[config.mk]
export PLATFORM = sky130hd
export DESIGN_NAME = iddmm_cond_sub
export DESIGN_NICKNAME = d
export VERILOG_FILES = /design/src/rtl/iddmm_pkg.sv /design/src/rtl/iddmm_word_sub.sv /design/src/rtl/iddmm_cond_sub.sv
export SDC_FILE = /design/constraint.sdc
export NUM_CORES = 1
export LEC_CHECK = 0
export ABC_AREA = 1
export CAP_MARGIN = 20
export CORE_AREA = 2 2 220 222
export CTS_CLUSTER_DIAMETER = 100
export DETAILED_ROUTE_END_ITERATION = 10
export DIE_AREA = 0 0 222 224
export HOLD_SLACK_MARGIN = 0.08
export PLACE_DENSITY = 0.87
export SLEW_MARGIN = 20
export SYNTH_ARGS = -nofsm -noshare
export SYNTH_HDL_FRONTEND = slang
export SYNTH_HIERARCHICAL = 1
export SYNTH_SLANG_ARGS = --single-unit
[constraint.sdc]
create_clock -name clk -period 4.35 [get_ports clk]
set_input_delay 0.87 -clock clk [delete_from_list [all_inputs] [get_ports clk]]
set_output_delay 0.87 -clock clk [all_outputs]
set_load 0.03 [all_outputs]
[src/rtl/iddmm_pkg.sv]
// iddmm_pkg: shared defaults, address-width helper and FSM state encoding for the IDDMM blocks
package iddmm_pkg;
  localparam int K_DEF = 128;
  localparam int N_DEF = 32;
  function automatic int addr_w(input int n);
    return (n > 1) ? $clog2(n) : 1;
  endfunction
  typedef enum logic [2:0] {IDLE, CMP, OUT, CLR, DONE} state_t;
endpackage

[src/rtl/iddmm_word_sub.sv]
// iddmm_word_sub: K-bit subtract with borrow, {bout,diff} = a - b - bin
module iddmm_word_sub #(
  parameter int K = 128
) (
  input  logic [K-1:0] a,
  input  logic [K-1:0] b,
  input  logic         bin,
  output logic [K-1:0] diff,
  output logic         bout
);
  assign {bout, diff} = {1'b0, a} - {1'b0, b} - (K+1)'(bin);
endmodule

[src/rtl/iddmm_cond_sub.sv]
// iddmm_cond_sub: final R = ({an,A} >= M) ? A-M : A stage; define IDDMM_SUB_CLR_EN to zero the A RAM afterwards
module iddmm_cond_sub
  import iddmm_pkg::*;
#(
  parameter int K      = K_DEF,
  parameter int N      = N_DEF,
  parameter int ADDR_W = addr_w(N)
) (
  input  logic              clk,
  input  logic              rst_n,
  input  logic              task_req,
  output logic              task_end,
  output logic [K-1:0]      res,
  output logic              res_val,
  output logic              clra_mem,
  output logic              clra_wren,
  output logic [ADDR_W-1:0] clra_addr,
  input  logic [K-1:0]      aj,
  input  logic [K-1:0]      an,
  input  logic [K-1:0]      mj,
  output logic [ADDR_W-1:0] addr_a,
  output logic [ADDR_W-1:0] addr_m
);
  localparam logic [ADDR_W:0] CNT_N = (ADDR_W+1)'(N);
  state_t          state, state_nxt;
  logic [ADDR_W:0] cnt;
  logic            req_d, vld_d, borrow, use_sub, bout;
  logic            start, last, issue, out_v;
  logic [K-1:0]    diff;
  logic            unused_an;
  assign unused_an = ^an[K-1:1];
  assign start  = task_req & ~req_d;
  assign last   = (state == CLR) ? (cnt == CNT_N - 1'b1) : (cnt == CNT_N);
  assign issue  = (state == CMP || state == OUT) && cnt != CNT_N;
  assign out_v  = vld_d && state == OUT;
  assign addr_a = cnt[ADDR_W-1:0];
  assign addr_m = cnt[ADDR_W-1:0];
  assign task_end = state == DONE;
`ifdef IDDMM_SUB_CLR_EN
  assign clra_mem  = state == CLR;
  assign clra_wren = state == CLR;
  assign clra_addr = cnt[ADDR_W-1:0];
`else
  assign clra_mem  = 1'b0;
  assign clra_wren = 1'b0;
  assign clra_addr = '0;
`endif

  iddmm_word_sub #(.K(K)) u_sub (
    .a    (aj),
    .b    (mj),
    .bin  (borrow),
    .diff (diff),
    .bout (bout)
  );

  // next-state: each pass ends when its word counter reaches the pass length
  always_comb begin
    state_nxt = state;
    case (state)
      IDLE:    state_nxt = start ? CMP : IDLE;
      CMP:     state_nxt = last ? OUT : CMP;
`ifdef IDDMM_SUB_CLR_EN
      OUT:     state_nxt = last ? CLR : OUT;
      CLR:     state_nxt = last ? DONE : CLR;
`else
      OUT:     state_nxt = last ? DONE : OUT;
`endif
      DONE:    state_nxt = IDLE;
      default: state_nxt = IDLE;
    endcase
  end

  // state register, start-edge detector and per-pass word counter
  always_ff @(posedge clk or negedge rst_n) begin
    if (!rst_n) begin
      state <= IDLE;
      req_d <= 1'b0;
      cnt   <= '0;
    end else begin
      state <= state_nxt;
      req_d <= task_req;
      cnt   <= (state_nxt != state || state == IDLE) ? '0 : cnt + 1'b1;
    end
  end

  // read data lags the address by one cycle; borrow chains across words, use_sub latched at compare exit
  always_ff @(posedge clk or negedge rst_n) begin
    if (!rst_n) begin
      vld_d   <= 1'b0;
      borrow  <= 1'b0;
      use_sub <= 1'b0;
      res     <= '0;
      res_val <= 1'b0;
    end else begin
      vld_d   <= issue;
      borrow  <= (state == IDLE || (state == CMP && last)) ? 1'b0 : vld_d ? bout : borrow;
      use_sub <= (state == CMP && last) ? (an[0] | ~bout) : use_sub;
      res     <= out_v ? (use_sub ? diff : aj) : '0;
      res_val <= out_v;
    end
  end
endmodule

# After elaboration in Yosys (flattened, before gate mapping)
# Cells that the tools add are included.
# totals
regBits	142
# classes
mux	10
bitwise	4
n_addsub	3
n_eq_ne	8
reduce_logical	8
# ops
cell	n
128-bit two-way mux	2
128-bit by 128-bit subtractor with 129-bit output	1
129-bit by 1-bit subtractor with 129-bit output	1
3-bit case mux with 3 select lines	1
6-bit by 1-bit adder with 6-bit output (second input constant)	1
3-bit by 2-bit == test with 1-bit output (second input constant)	2
6-bit by 5-bit == test with 1-bit output (second input constant)	1
6-bit == test (second input constant)	1
6-bit two-way mux	1
6-bit inequality test (second input constant)	1
1-bit two-way mux	4
3-bit by 1-bit == test with 1-bit output (second input constant)	1
3-bit == test (second input constant)	1
1-bit logical AND	3
3-bit logical NOT	1
1-bit logical OR	3
3-bit two-way mux	1
3-bit inequality test	1
2-bit two-way mux	1
1-bit inverter	2
2-bit nonzero test	1
1-bit AND	1
1-bit OR	1

# Longest topological paths before layout
# logic_depth
ltp_word	7
mapped_depth	28

# By module
# Netlist, hierarchy kept.
# by_module_without_submodules
mod	cells_per_inst	area_each_um2	instances	seq_area_each_um2
iddmm_word_sub	3678	17117.7	1	0.0
iddmm_cond_sub	659	6266.0	1	3553.4

# Worst setup path after synthesis
# Ideal clock, no wire load.
# synth_path
path_kind	in2reg
from	input mj[0]
to	register borrow
arrival_ps	3589
path_stages	28
required_ps	4237
path_slack_ps	648
cell_sequence	inv_1 > fa_1 > inv_1 > ha_1 > or2_2 > fa_1 > inv_1 > nand2_1 > nand2_1 > nand2_1 > nand2_1 > nand2_2 > nand2_1 > nand2_2 > nand2_1 > nand2_1 > nand2_1 > nand2_2 > nand2_1 > nand2_1 > nand2_1 > nand2_1 > nand2_1 > o21ai_0 > nand2_1 > inv_1 > nand2_1 > inv_1
# synth_via
elab_chain_len	4
# synth_lines
element	line_no	text
start, declared	iddmm_cond_sub.sv:20	input logic [K-1:0] mj,
128-bit by 128-bit subtractor with 129-bit output	iddmm_word_sub.sv:11	assign {bout, diff} = {1'b0, a} - {1'b0, b} - (K+1)'(bin);
129-bit by 1-bit subtractor with 129-bit output	iddmm_word_sub.sv:11	
via bout	iddmm_cond_sub.sv:27	logic req_d, vld_d, borrow, use_sub, bout;
1-bit two-way mux (2 in a row)	iddmm_cond_sub.sv:97	borrow <= (state == IDLE || (state == CMP && last)) ? 1'b0 : vld_d ? bout : borrow;
end signal, assigned	iddmm_cond_sub.sv:97	
end, declared	iddmm_cond_sub.sv:27	
# The timed path passes the listed nets, and every way through them passes these cells. The select of a mux whose other input is x is not followed.
# A chain may end at the register's enable or synchronous reset.

# Worst setup path after layout
# Same ends and word-level chain as after synthesis.

==> results.py <==
metrics = {
    "timing": {
        "min_period_ns": 4.024,
        "rsz0062_at_grt": "false",
        "skew_ns": 0.01340,
        "post-route-period-util_pct": 92.50,
        "hold_violations": 0,
        "tightest_slew_ns": 0.9258,
        "slew_violations": 0,
        "setup_violations": 0,
        "fmax_mhz": 248.5,
        "relSlewSlack_pct": 38.28,
        "timing.hold.ws_ns": 0.3056,
    },
    "grt": {
        "grt-busiest-layer": "met2",
        "grt_antenna_before_repair": 0,
        "gr-total-overflow": 0,
        "grtUsageMet3_pct": 9.116,
        "grt_pass1_wl_mm": 142.2,
        "grt_pass1_vias": 24710,
        "grt.met1_usage_pct": 55.02,
        "grt_use_met2_pct": 56.79,
        "grt_max_degree": 75,
        "grt_usage_pct": 38.27,
    },
    "clock_tree": {
        "cts_tree": "done",
        "cts_setup_buffers": 0,
        "clock_path_buffers": 2,
        "clkSlewWorstSetupHoldPaths_ns": 0.07,
        "insertion_delay_ns": 0.51,
        "postCtsHoldBufs": 0,
        "cts.sink_count": 142,
        "cts.htree.levels": 4,
        "numCtsBuffers": 17,
        "root_buffer": "clkbuf_16",
    },
    "detailed_routing": {
        "first_pass_iters": 8,
        "drc_errors": 0,
        "via_per_inst": 4.943,
        "wl_mm": 95.64,
        "vias": 26750,
        "drtIter0Drc": 2778,
        "avgRoutedWirePerCell_um": 17.67,
        "ant_nets": 0,
    },
    "synthesis": {
        "synth-edff-count": 0,
        "synthDominantCellAreaShare_pct": 28.93,
        "synth_commonest_cells": "nand2_1, inv_1, nor2_1, ha_1, dfrtp_1",
        "syn_inst": 4337,
        "synth_flop_cell": "dfrtp_1",
        "yosysMostFrequentCell": "nand2_1",
        "yosysTopAreaCell": "nand2_1",
        "ys_types": 30,
        "synthTopCellsByArea": "nand2_1, inv_1, dfrtp_1",
        "async_reset_ff_share_pct": 100.0,
        "avgSynthCellArea_um2": 5.392,
        "synth_area_um2": 23380,
        "yosysSeqAreaShare_pct": 15.20,
        "ys_ff_latch": 142,
        "ys.warnings.count": 6,
    },
    "floorplan": {
        "die_h_um": 224,
        "start_util_pct": 49.39,
        "die_w_um": 222,
        "io_pins": 534,
        "placementRows": 80,
        "die_area_um2": 49730,
        "coreArea_um2": 47350,
    },
    "place": {
        "port_buffers": 399,
        "placedCellCount": 5380,
        "dp.final_hpwl_mm": 82.52,
        "routabilityCongestion": 1.057,
    },
    "final_layout": {
        "seqCellArea_um2": 3557,
        "area_delta_synth_final_pct": 24.16,
        "fillCellCount": 4734,
        "utilization_pct": 61.32,
        "drive_above_1_share_pct": 7.004,
        "stdcell_count": 5412,
        "n_antenna_cell": 0,
        "multi_input_area_um2": 14780,
        "final_nets": 5429,
    },
    "setup_path": {
        "endpoint_kind": "register",
        "critPathSlowestCell": "fa_1",
        "path_class": "in -> reg",
        "path_buf_inv": 6,
        "slowest_delay_ns": 0.53,
        "worstSetupStartpointType": "input port",
        "cp_max_fo": 4,
        "arrival_ns": 4.42,
        "crit_top_cell": "nand2_1",
        "path_delay_family": "simple AND/OR/NAND/NOR gates",
        "required_ns": 4.74,
    },
    "power": {
        "cellPowerDensity_nw_per_um2": 337.9,
        "peakVddDrop_uv": 300.3,
        "p_leak_nw": 18.14,
        "total_power_mw": 9.810,
    },
    "worst_hold_path": {
        "min_path_type": "in -> async",
    },
    "outcome": {
        "status": "finished, final reports clean",
    },
    "run": {
        "max-cap-violations": 0,
    },
}
==> routing by layer <==
| metal | share of wire, % | wire [um] | vias up |
|---|---|---|---|
| met5 | 0 | 0 | - |
| met4 | 2.6 | 2453 | 0 |
| met3 | 11 | 10150 | 108 |
| met2 | 41 | 38800 | 1158 |
| met1 | 46 | 44230 | 12110 |
| li1 | - | - | 13380 |
==> where the power goes <==
group          total (mW)  switching (mW)  internal [mW]
logic                6.43            4.08           2.34
clock network        1.50           0.757          0.745
registers            1.88           0.174           1.71
==> cell type report <==
cell class,instances,share of cell area [%]
clock inverters,15,0.4482
multi-input cells,2888,50.91
inverters,1254,16.22
well taps,615,2.650
flip-flops and latches,142,12.25
clock buffers,17,1.465
repair buffers,481,16.05
==> worst paths after layout <==
check | startpoint | slack [ns] | cells past startpoint | end
max in group asynchronous | rst_n | 3.20 | 2 | res[21]
hold / removal | rst_n | 0.31 | 1 | res_val
setup reg to reg | borrow | 0.77 | 28 | borrow
hold reg to reg | req_d | 0.49 | 3 | state[0]
min in group clk | req_d | 0.49 | 3 | state[0]
setup / recovery | mj[0] | 0.33 | 29 | borrow
==> cell families after synthesis <==
kind of cell	after synthesis	share of synthesized area, %
other cells	1	0.01604
compound gates	249	7.031
fa+ha+maj	258	13.87
simple gates	2306	39.55
xor+xnor	68	2.547
buf+inv	1313	21.79
flops	142	15.20
==> per-stage QoR <==
step / setup WS (ns) / cell area, um2 / setup TNS [ns]
floorplan: 0.6483 / 23410 / 0
global placement: -0.1121 / 28470 / -0.6993
detailed placement: -0.2024 / 28470 / -2.176
CTS: 0.2533 / 29020 / 0
global route: 0.03351 / 29030 / 0
finish: 0.3264 / 29030 / 0
==> flip-flops by register name, summed over array words and instances, names as in the netlist <==
register and cells:
res_val 1, req_d 1, state 3, res 128, vld_d 1, use_sub 1
cnt 6, borrow 1
==> placed cells by master (no fill, tap or decap), drive strengths merged, types with 66 or more instances in the layout <==
cell type / synthesis / layout
nand2: 1841 / 1841
a21oi: 228 / 228
nand3: 99 / 99
xor2: 66 / 66
buf: 36 / 83
ha: 256 / 256
dfrtp: 142 / 142
inv: 1253 / 1260
clkdlybuf4s50: 0 / 398
nor2: 305 / 305
==> repair_timing <==
action / 4_1_cts / 5_1_grt
hold endpoints to repair: 0 / 0
gates resized for setup: 0 / 4
endpoints found under the setup margin: 0 / 5
Note: power is estimated with default switching activity, not from simulation.
